File: config.mk
export PLATFORM = sky130hd
export DESIGN_NAME = rvfi_pc_seq_monitor
export DESIGN_NICKNAME = d
export VERILOG_FILES = /design/src/rtl/rvfi_mon_pkg.sv /design/src/rtl/rvfi_pc_seq_chk.sv /design/src/rtl/rvfi_pc_seq_monitor.sv
export SDC_FILE = /design/constraint.sdc
export NUM_CORES = 1
export LEC_CHECK = 0
export ABC_AREA = 1
export ABC_CLOCK_PERIOD_IN_PS = 3900
export CORE_ASPECT_RATIO = 1.1
export CORE_MARGIN = 2
export CORE_UTILIZATION = 37
export DETAILED_ROUTE_END_ITERATION = 16
export PLACE_DENSITY = 0.68
export SYNTH_ARGS = -nofsm -noshare
export SYNTH_HDL_FRONTEND = slang
export SYNTH_HIERARCHICAL = 1
export SYNTH_SLANG_ARGS = --single-unit
File: constraint.sdc
create_clock -name clk -period 3.9 [get_ports clk]
set_input_delay 0.39 -clock clk [delete_from_list [all_inputs] [get_ports clk]]
set_output_delay 0.39 -clock clk [all_outputs]
set_load 0.005 [all_outputs]
File: src/rtl/rvfi_mon_pkg.sv
// Shared types and helpers for the RVFI retirement-sequence monitor.
// The error codes below are the values reported on err_code.
package rvfi_mon_pkg;

    localparam int ORDER_W = 64;

    typedef enum logic [2:0] {
        NONE      = 3'd0,
        PC        = 3'd1,
        ORDER     = 3'd2,
        NONCONTIG = 3'd3,
        HALT      = 3'd4,
        STALL     = 3'd5,
        ALIGN     = 3'd6
    } err_code_e;

    // compressed=1 allows 2-byte aligned PCs; otherwise 4-byte alignment is required
    function automatic logic align_ok(input logic [1:0] pc_lsb, input logic compressed);
        return compressed ? !pc_lsb[0] : (pc_lsb == 2'b00);
    endfunction

endpackage

File: src/rtl/rvfi_pc_seq_chk.sv
// Combinational check of one retirement channel against its predecessor.
// Priority within a channel: HALT > ORDER > PC > ALIGN.
module rvfi_pc_seq_chk
    import rvfi_mon_pkg::*;
#(
    parameter int XLEN       = 32,
    parameter int COMPRESSED = 1
) (
    input  logic               halted,
    input  logic               have_prev,
    input  logic [ORDER_W-1:0] prev_order,
    input  logic [XLEN-1:0]    prev_pc,
    input  logic [ORDER_W-1:0] order,
    input  logic [XLEN-1:0]    pc_rdata,
    input  logic [XLEN-1:0]    pc_wdata,
    input  logic               intr,
    output err_code_e          code,
    output logic [XLEN-1:0]    bad_pc
);

    always_comb begin
        code   = NONE;
        bad_pc = pc_rdata;
        if (halted) begin
            code = HALT;
        end else if (have_prev && (order != prev_order + ORDER_W'(1))) begin
            code = ORDER;
        end else if (have_prev && !intr && (pc_rdata != prev_pc)) begin
            code = PC;
        end else if (!align_ok(pc_rdata[1:0], COMPRESSED != 0)) begin
            code = ALIGN;
        end else if (!align_ok(pc_wdata[1:0], COMPRESSED != 0)) begin
            code   = ALIGN;
            bad_pc = pc_wdata;
        end
    end

endmodule

File: src/rtl/rvfi_pc_seq_monitor.sv
// Multi-channel RVFI retirement-sequence monitor: chains per-channel checks and
// keeps history, the stall watchdog, the first-error latch and the retirement count.
module rvfi_pc_seq_monitor
    import rvfi_mon_pkg::*;
#(
    parameter int  NRET       = 1,
    parameter int  XLEN       = 32,
    parameter int  COMPRESSED = 1,
    parameter int  MAX_STALL  = 16,
    parameter int  CNT_W      = 32,
    localparam int CHW        = (NRET > 1) ? $clog2(NRET) : 1
) (
    input  logic                    clk,
    input  logic                    resetn,
    input  logic                    enable,
    input  logic                    clear,
    input  logic [NRET-1:0]         rvfi_valid,
    input  logic [NRET*ORDER_W-1:0] rvfi_order,
    input  logic [NRET*XLEN-1:0]    rvfi_pc_rdata,
    input  logic [NRET*XLEN-1:0]    rvfi_pc_wdata,
    input  logic [NRET-1:0]         rvfi_trap,
    input  logic [NRET-1:0]         rvfi_halt,
    input  logic [NRET-1:0]         rvfi_intr,
    output logic                    err,
    output logic [2:0]              err_code,
    output logic [CHW-1:0]          err_chan,
    output logic [ORDER_W-1:0]      err_order,
    output logic [XLEN-1:0]         err_pc_exp,
    output logic [XLEN-1:0]         err_pc_got,
    output logic [CNT_W-1:0]        retired
);

    localparam int            SW         = (MAX_STALL > 0) ? $clog2(MAX_STALL + 1) : 1;
    localparam logic [SW-1:0] STALL_MAX  = SW'(MAX_STALL);
    localparam logic [SW-1:0] STALL_LAST = (MAX_STALL > 0) ? SW'(MAX_STALL - 1) : '0;

    logic [ORDER_W-1:0] prev_order;
    logic [XLEN-1:0]    prev_pc;
    logic               have_prev;
    logic               halted;
    logic [SW-1:0]      stall_cnt;

    logic [ORDER_W-1:0] ch_order      [NRET];
    logic [ORDER_W-1:0] ch_prev_order [NRET];
    logic [XLEN-1:0]    ch_rpc        [NRET];
    logic [XLEN-1:0]    ch_wpc        [NRET];
    logic [XLEN-1:0]    ch_prev_pc    [NRET];
    logic [XLEN-1:0]    ch_bad_pc     [NRET];
    logic               ch_have_prev  [NRET];
    err_code_e          ch_code       [NRET];
    logic [NRET-1:0]    halt_before;
    logic               halt_seen;

    logic               gap, seen_hole;
    logic [CHW-1:0]     gap_chan;
    logic [ORDER_W-1:0] gap_order, last_order;
    logic [XLEN-1:0]    last_pc;
    logic               stall_inc, stall_hit, any_valid;

    logic               viol;
    err_code_e          v_code;
    logic [CHW-1:0]     v_chan;
    logic [ORDER_W-1:0] v_order;
    logic [XLEN-1:0]    v_exp, v_got;

    logic unused_trap;
    assign unused_trap = ^rvfi_trap;

    // Channel 0 compares against the registered history, higher channels against their neighbour
    for (genvar g = 0; g < NRET; g++) begin : g_ch
        assign ch_order[g] = rvfi_order[g*ORDER_W +: ORDER_W];
        assign ch_rpc[g]   = rvfi_pc_rdata[g*XLEN +: XLEN];
        assign ch_wpc[g]   = rvfi_pc_wdata[g*XLEN +: XLEN];
        if (g == 0) begin : g_first
            assign ch_prev_order[g] = prev_order;
            assign ch_prev_pc[g]    = prev_pc;
            assign ch_have_prev[g]  = have_prev;
        end else begin : g_next
            assign ch_prev_order[g] = ch_order[g-1];
            assign ch_prev_pc[g]    = ch_wpc[g-1];
            assign ch_have_prev[g]  = 1'b1;
        end
        rvfi_pc_seq_chk #(.XLEN(XLEN), .COMPRESSED(COMPRESSED)) u_chk (
            .halted    (halt_before[g]),
            .have_prev (ch_have_prev[g]),
            .prev_order(ch_prev_order[g]),
            .prev_pc   (ch_prev_pc[g]),
            .order     (ch_order[g]),
            .pc_rdata  (ch_rpc[g]),
            .pc_wdata  (ch_wpc[g]),
            .intr      (rvfi_intr[g]),
            .code      (ch_code[g]),
            .bad_pc    (ch_bad_pc[g])
        );
    end

    always_comb begin
        halt_seen   = halted;
        halt_before = '0;
        for (int i = 0; i < NRET; i++) begin
            halt_before[i] = halt_seen;
            halt_seen      = halt_seen | rvfi_halt[i];
        end
    end

    always_comb begin
        gap        = 1'b0;
        seen_hole  = 1'b0;
        gap_chan   = '0;
        gap_order  = '0;
        last_order = prev_order;
        last_pc    = prev_pc;
        for (int i = 0; i < NRET; i++) begin
            if (!rvfi_valid[i] && !seen_hole) begin
                seen_hole = 1'b1;
                gap_chan  = CHW'(i);
                gap_order = ch_order[i];
            end else if (rvfi_valid[i] && seen_hole) begin
                gap = 1'b1;
            end
            if (rvfi_valid[i]) begin
                last_order = ch_order[i];
                last_pc    = ch_wpc[i];
            end
        end
    end

    assign any_valid = |rvfi_valid;
    assign stall_inc = (MAX_STALL > 0) && enable && have_prev && !halted && !any_valid;
    // Fires only on the step into MAX_STALL so a saturated counter does not re-trigger after clear
    assign stall_hit = stall_inc && (stall_cnt == STALL_LAST);

    always_comb begin
        viol    = 1'b0;
        v_code  = NONE;
        v_chan  = '0;
        v_order = '0;
        v_exp   = '0;
        v_got   = '0;
        if (enable && gap) begin
            viol    = 1'b1;
            v_code  = NONCONTIG;
            v_chan  = gap_chan;
            v_order = gap_order;
        end else if (enable) begin
            for (int i = 0; i < NRET; i++) begin
                if (!viol && rvfi_valid[i] && (ch_code[i] != NONE)) begin
                    viol    = 1'b1;
                    v_code  = ch_code[i];
                    v_chan  = CHW'(i);
                    v_order = ch_order[i];
                    v_exp   = ch_prev_pc[i];
                    v_got   = ch_bad_pc[i];
                end
            end
            if (stall_hit) begin
                viol    = 1'b1;
                v_code  = STALL;
                v_order = prev_order;
                v_exp   = prev_pc;
            end
        end
    end

    always_ff @(posedge clk or negedge resetn) begin
        if (!resetn) begin
            prev_order <= '0;
            prev_pc    <= '0;
            have_prev  <= 1'b0;
            halted     <= 1'b0;
            stall_cnt  <= '0;
            retired    <= '0;
        end else begin
            if (enable && any_valid && !gap) begin
                prev_order <= last_order;
                prev_pc    <= last_pc;
                have_prev  <= 1'b1;
                halted     <= halted | (|(rvfi_valid & rvfi_halt));
            end
            if (clear || (enable && any_valid)) begin
                stall_cnt <= '0;
            end else if (stall_inc && (stall_cnt != STALL_MAX)) begin
                stall_cnt <= stall_cnt + SW'(1);
            end
            if (enable) begin
                retired <= retired + CNT_W'($countones(rvfi_valid));
            end
        end
    end

    // A new violation beats a simultaneous clear
    always_ff @(posedge clk or negedge resetn) begin
        if (!resetn) begin
            err        <= 1'b0;
            err_code   <= '0;
            err_chan   <= '0;
            err_order  <= '0;
            err_pc_exp <= '0;
            err_pc_got <= '0;
        end else if (viol && (!err || clear)) begin
            err        <= 1'b1;
            err_code   <= v_code;
            err_chan   <= v_chan;
            err_order  <= v_order;
            err_pc_exp <= v_exp;
            err_pc_got <= v_got;
        end else if (clear) begin
            err        <= 1'b0;
            err_code   <= '0;
            err_chan   <= '0;
            err_order  <= '0;
            err_pc_exp <= '0;
            err_pc_got <= '0;
        end
    end

endmodule

# Word level (Yosys, flattened, before mapping)
# Index checks and enable logic that the tools add are counted.
# Widths: inputs -> output; s select.
dict set report totals {
  regBits 268
  elab_cells 78
  out_inout_bits 165
  in_bits 136
}
dict set report classes {
  eq_ne 4
  bitwise 2
  n_mux 36
  n_addsub 3
  n_reduce_logical 21
}
# op count
set ops {}
lappend ops {{$mux 32} 13}
lappend ops {{$mux 64} 5}
lappend ops {{$add 64x1->64 const B} 1}
lappend ops {{$ne 64x64->1} 1}
lappend ops {{$add 32x1->32} 1}
lappend ops {{$ne 32x32->1} 1}
lappend ops {{$mux 3} 10}
lappend ops {{$logic_and 1x1->1} 11}
lappend ops {{$mux 5} 2}
lappend ops {{$mux 1} 6}
lappend ops {{$add 5x1->5 const B} 1}
lappend ops {{$eq 5x4->1 const B} 1}
lappend ops {{$ne 5x5->1 const B} 1}
lappend ops {{$logic_not 1->1} 4}
lappend ops {{$reduce_bool 2->1} 2}
lappend ops {{$reduce_bool 3->1} 1}
lappend ops {{$logic_or 1x1->1} 2}
lappend ops {{$reduce_and 2->1} 1}
lappend ops {{$and 1x1->1} 1}
lappend ops {{$or 1x1->1} 1}

# Longest topological paths before layout
dict set report depth {
  depth_word 13
  mapped_depth 30
  mapped_depth_nobuf 27
}

# Hierarchy
# Netlist, hierarchy kept.
# module cells_each area_each_um2 n_inst seq_area_each_um2
set by_module_without_submodules {}
lappend by_module_without_submodules {rvfi_pc_seq_monitor 1495 12104.1 1 6681.4}
lappend by_module_without_submodules {rvfi_pc_seq_chk 1012 4748.3 1 0.0}

# Least setup slack after synthesis
# Ideal clock, no wire load.
dict set report synth_timing {
  kind {register to register}
  start {register prev_order[0] (netlist: ch_prev_order[0])}
  end {register err_order[0]}
  required_time_ps 3782
  stages_incl_launch_ff 28
  path_buffers 3
  setup_ps 118
  setup_slack_ps 721
  arrival_time_ps 3061
  period_less_slack_ps 3179
  path_cell_list {dfrtp_1 -> ha_1 -> nand2_1 -> nor2_4 -> nand2_2 -> nor2_4 -> nand2_1 -> o21ai_1 -> nand2_1 -> nor2_1 -> nand2_1 -> nor2_1 -> nand2_1 -> nor2_1 -> nand2_1 -> nand2_4 -> nand2_4 -> buf_6 -> nor2_1 -> inv_1 -> nand3_1 -> nand2_1 -> nand2_1 -> nand3_2 -> buf_2 -> buf_2 -> nand3_1 -> nand2_1}
}
# item line_no
set synth_lines {}
lappend synth_lines {{start, declared} rvfi_pc_seq_monitor.sv:37} ;# logic [ORDER_W-1:0] prev_order;
lappend synth_lines {{start signal, assigned} rvfi_pc_seq_monitor.sv:175} ;# prev_order <= last_order;
lappend synth_lines {{end signal, assigned} rvfi_pc_seq_monitor.sv:204} ;# err_order <= v_order;
lappend synth_lines {{end, declared} rvfi_pc_seq_monitor.sv:27} ;# output logic [ORDER_W-1:0] err_order,

==> out/metrics.cfg <==
[worst_setup_path]
required_ps = 4370
critPathArrivalTime_ps = 4060
r2r_start = ch_prev_order[0]$_DFFE_PN0P_
slowest_delay_ps = 400
crit_start = ch_prev_order[0]$_DFFE_PN0P_
critPathCaptureType = flip-flop
path_max_fanout = 30
critPathKind = flip-flop to flip-flop
critPathLaunchType = flip-flop
cp_slowest_cell = dfrtp_1
path_common_cell = nand2_1

[yosys]
synth_top_cells_by_area = dfrtp_1 (40%), nand2_1 (21%), inv_1 (8.1%)
synth_cells = 2507
synth_compound_area_share_pct = 6.029
yosys_warnings = 6
yosysUniqueCellTypes = 34
synth.area.mux_share_pct = 0
synth_adder_area_share_pct = 0.4455
yosys.area.top_type = dfrtp_1
yosysSeqAreaShare_pct = 39.65
syn_nets = 2649
synth_seq_cells = 267
yosys.area.top_type_share_pct = 39.65
synth.avg_cell_area_sq_um = 6.722
synth_top_family_by_area = simple AND/OR/NAND/NOR gates
syn_area_sq_um = 16850
synth-simple-area-share_pct = 36.54
synthXorXnorAreaFrac_pct = 6.029

[sta]
period_needed_ps = 3584
drv_slew = 0
worst_pin_slew_ps = 859.7
timing.final.crit_share_pct = 91.91
max_slew_margin_pct = 42.68
setup_viol = 0
fmaxAchievable_mhz = 279.0
fin_ws_ps = 315.5
fin_skew_ps = 22.02
hold_viol = 0

[floorplanning]
die_x_um = 207.5
die_h_um = 227.8
rows = 82
start_util_pct = 37.25
coreArea_sq_um = 45250
ios = 301
die-area_sq_um = 47270

[clock_network]
path_clk_slew_ps = 60
cts_buffers = 31
root_buffer = clkbuf_16
clk_latency_ps = 600
ctsLongestPathBuffers = 3
clock_sinks = 267
cts_max_level = 1
cts_tree = yes

[drt]
first_pass_iters = 6
drt.antenna.violating_nets = 0
vias = 16570
drt_wl_total_um = 54390
wire_per_inst_um = 15.97
route.detailed.drc = 0
drtIter0Drc = 1044
vias_per_cell = 4.864

[global_route]
grt_usage_pct = 22.71
antenna_found_initial = 4
grt_max_degree = 162
overflow = 0
grt_pass1_wl_um = 87330
grt_pass1_vias = 15940

[hold_path]
min_from = rvfi_pc_wdata[23]
hold_class = primary input to flip-flop

[placed_design]
place_worst_setup_slack_ps = 144.0
gp_routability_congestion = 0.9424
io_buffers = 298
dp_hpwl_um = 40150

[status]
status = completed

[finish]
drive_above_1_share_pct = 6.079
synthToLayoutAreaGrowth_pct = 29.45
nFillCells = 4538
nNetsFinal = 2932
final_util_pct = 48.22

[pwr]
power_leakage_nw = 11.27
total_power_mw = 8.020
power_density_nw_per_um2 = 367.6
peakVddDrop_mv = 0.3538

[flow_run]
drv_cap = 0

## cells by family after synthesis
logic type | count (synthesis)
xor gates and xnor gates | 116
adders and majority gates | 6
AOI/OAI and AO/OA | 197
DFF | 267
and+or+nand+nor | 1453
buffers and inverters | 467
other | 1
## routing by layer
| layer | track usage [%] | wire length (um) |
|---|---|---|
| met1 | 29.62 | 23670 |
| met2 | 37.71 | 25600 |
| met3 | 5.190 | 3829 |
| met4 | 6.473 | 1282 |
| met5 | 0 | 0 |
## placed cells by master (no fill, tap or decap), types with 14 or more instances in the layout
| master | netlist | routed |
|---|---|---|
| nor2_1 | 179 | 168 |
| nand2_1 | 927 | 920 |
| dfrtp_1 | 267 | 257 |
| inv_1 | 363 | 363 |
| xor2_1 | 63 | 63 |
| nor3b_1 | 32 | 32 |
| nand4_1 | 41 | 41 |
| xnor2_1 | 53 | 53 |
| o21ai_0 | 173 | 173 |
| clkdlybuf4s50_1 | 0 | 297 |
| nand3_1 | 217 | 213 |
| nand3b_1 | 14 | 14 |
| buf_4 | 5 | 38 |
| clkbuf_16 | 0 | 31 |
## Yosys cell counts
| library cell | number |
|---|---|
| nor2_2 | 5 |
| nand3_1 | 217 |
| clkinv_1 | 2 |
| nand3b_1 | 14 |
| o21bai_1 | 11 |
| nand2_1 | 927 |
| a21oi_1 | 5 |
| nand2_2 | 5 |
| o21ai_1 | 7 |
| nor3b_1 | 32 |
| nor2_4 | 5 |
| a21o_1 | 1 |
| nand2_4 | 3 |
| inv_1 | 363 |
| or2_2 | 11 |
| buf_6 | 13 |
| o21ai_0 | 173 |
| dfrtp_1 | 267 |
| nand4_1 | 41 |
| nor3_1 | 9 |
| buf_1 | 6 |
| nor2b_1 | 1 |
| ha_1 | 6 |
| inv_2 | 3 |
| xor2_1 | 63 |
| buf_2 | 26 |
| and2_1 | 1 |
| buf_4 | 5 |
| conb_1 | 1 |
| nand3_2 | 2 |
| nor2_1 | 179 |
| xnor2_1 | 53 |
| nor2_8 | 1 |
| clkbuf_1 | 49 |
## path summary, 6_finish.rpt
kind	end	slack [ps]	cells past startpoint
worst max-delay path	err_order[26]$_DFFE_PN0P_	320	28
worst min-delay path	ch_prev_pc[23]$_DFFE_PN0P_	350	3
max in group asynchronous	err_order[39]$_DFFE_PN0P_	2320	3
worst min register to register	err_order[46]$_DFFE_PN0P_	500	2
worst max register to register	err_order[26]$_DFFE_PN0P_	320	28
min in group asynchronous	err_order[17]$_DFFE_PN0P_	460	2
## where the power goes
part	internal, mW	total [mW]	leakage, nW	switching, mW
clock	1.91	3.18	0.536	1.27
combinational	0.730	1.54	7.25	0.814
sequential	3.02	3.29	3.49	0.271
## registers in the layout, indices dropped and copies added, names as in the netlist
signal	flops
ch_have_prev	1
err_order	64
err_pc_got	32
halt_before	1
err	1
err_code	3
stall_cnt	5
retired	32
err_pc_exp	32
ch_prev_pc	32
ch_prev_order	64
## worst max-delay path, delay by kind of cell (launching register included)
kind / cells / cell delay (ps)
adder cells (fa/ha/maj): 1 / 170
buffers and inverters: 5 / 510
AO/OA/AOI/OAI: 1 / 130
AND/OR/NAND/NOR: 21 / 2240
flip-flops: 1 / 400
## stage by stage
| stage | std cells | cell area [sq um] | TNS, ps | hold WS, ps |
|---|---|---|---|---|
| floorplan | 2507 | 16850 | 0 | 94.41 |
| global placement | 3340 | 20560 | 0 | 485.4 |
| detailed placement | 3340 | 20560 | 0 | 487.6 |
| CTS | 3397 | 21660 | 0 | 318.1 |
| global route | 3405 | 21810 | -0.5165 | 331.6 |
| finish | 3406 | 21820 | 0 | 353.3 |
## layout make-up
class / instances / area [sq um] / area share [%]
Sequential cell: 267 / 6694 / 30.68
Clock buffer: 39 / 835.8 / 3.831
Antenna cell: 5 / 12.51 / 0.05735
Tap cell: 588 / 735.7 / 3.372
Multi-Input combinational cell: 1773 / 8387 / 38.44
Timing Repair Buffer: 349 / 3506 / 16.07
Inverter: 368 / 1386 / 6.355
Clock inverter: 17 / 259.0 / 1.187
## timing repair
item,in CTS,in global routing
hold buffers,1,0
buffers inserted,0,4
hold endpoints to repair,102,0
gates resized for setup,0,39
endpoints found under the setup margin,0,132
Power figures use the tool's default switching activity.
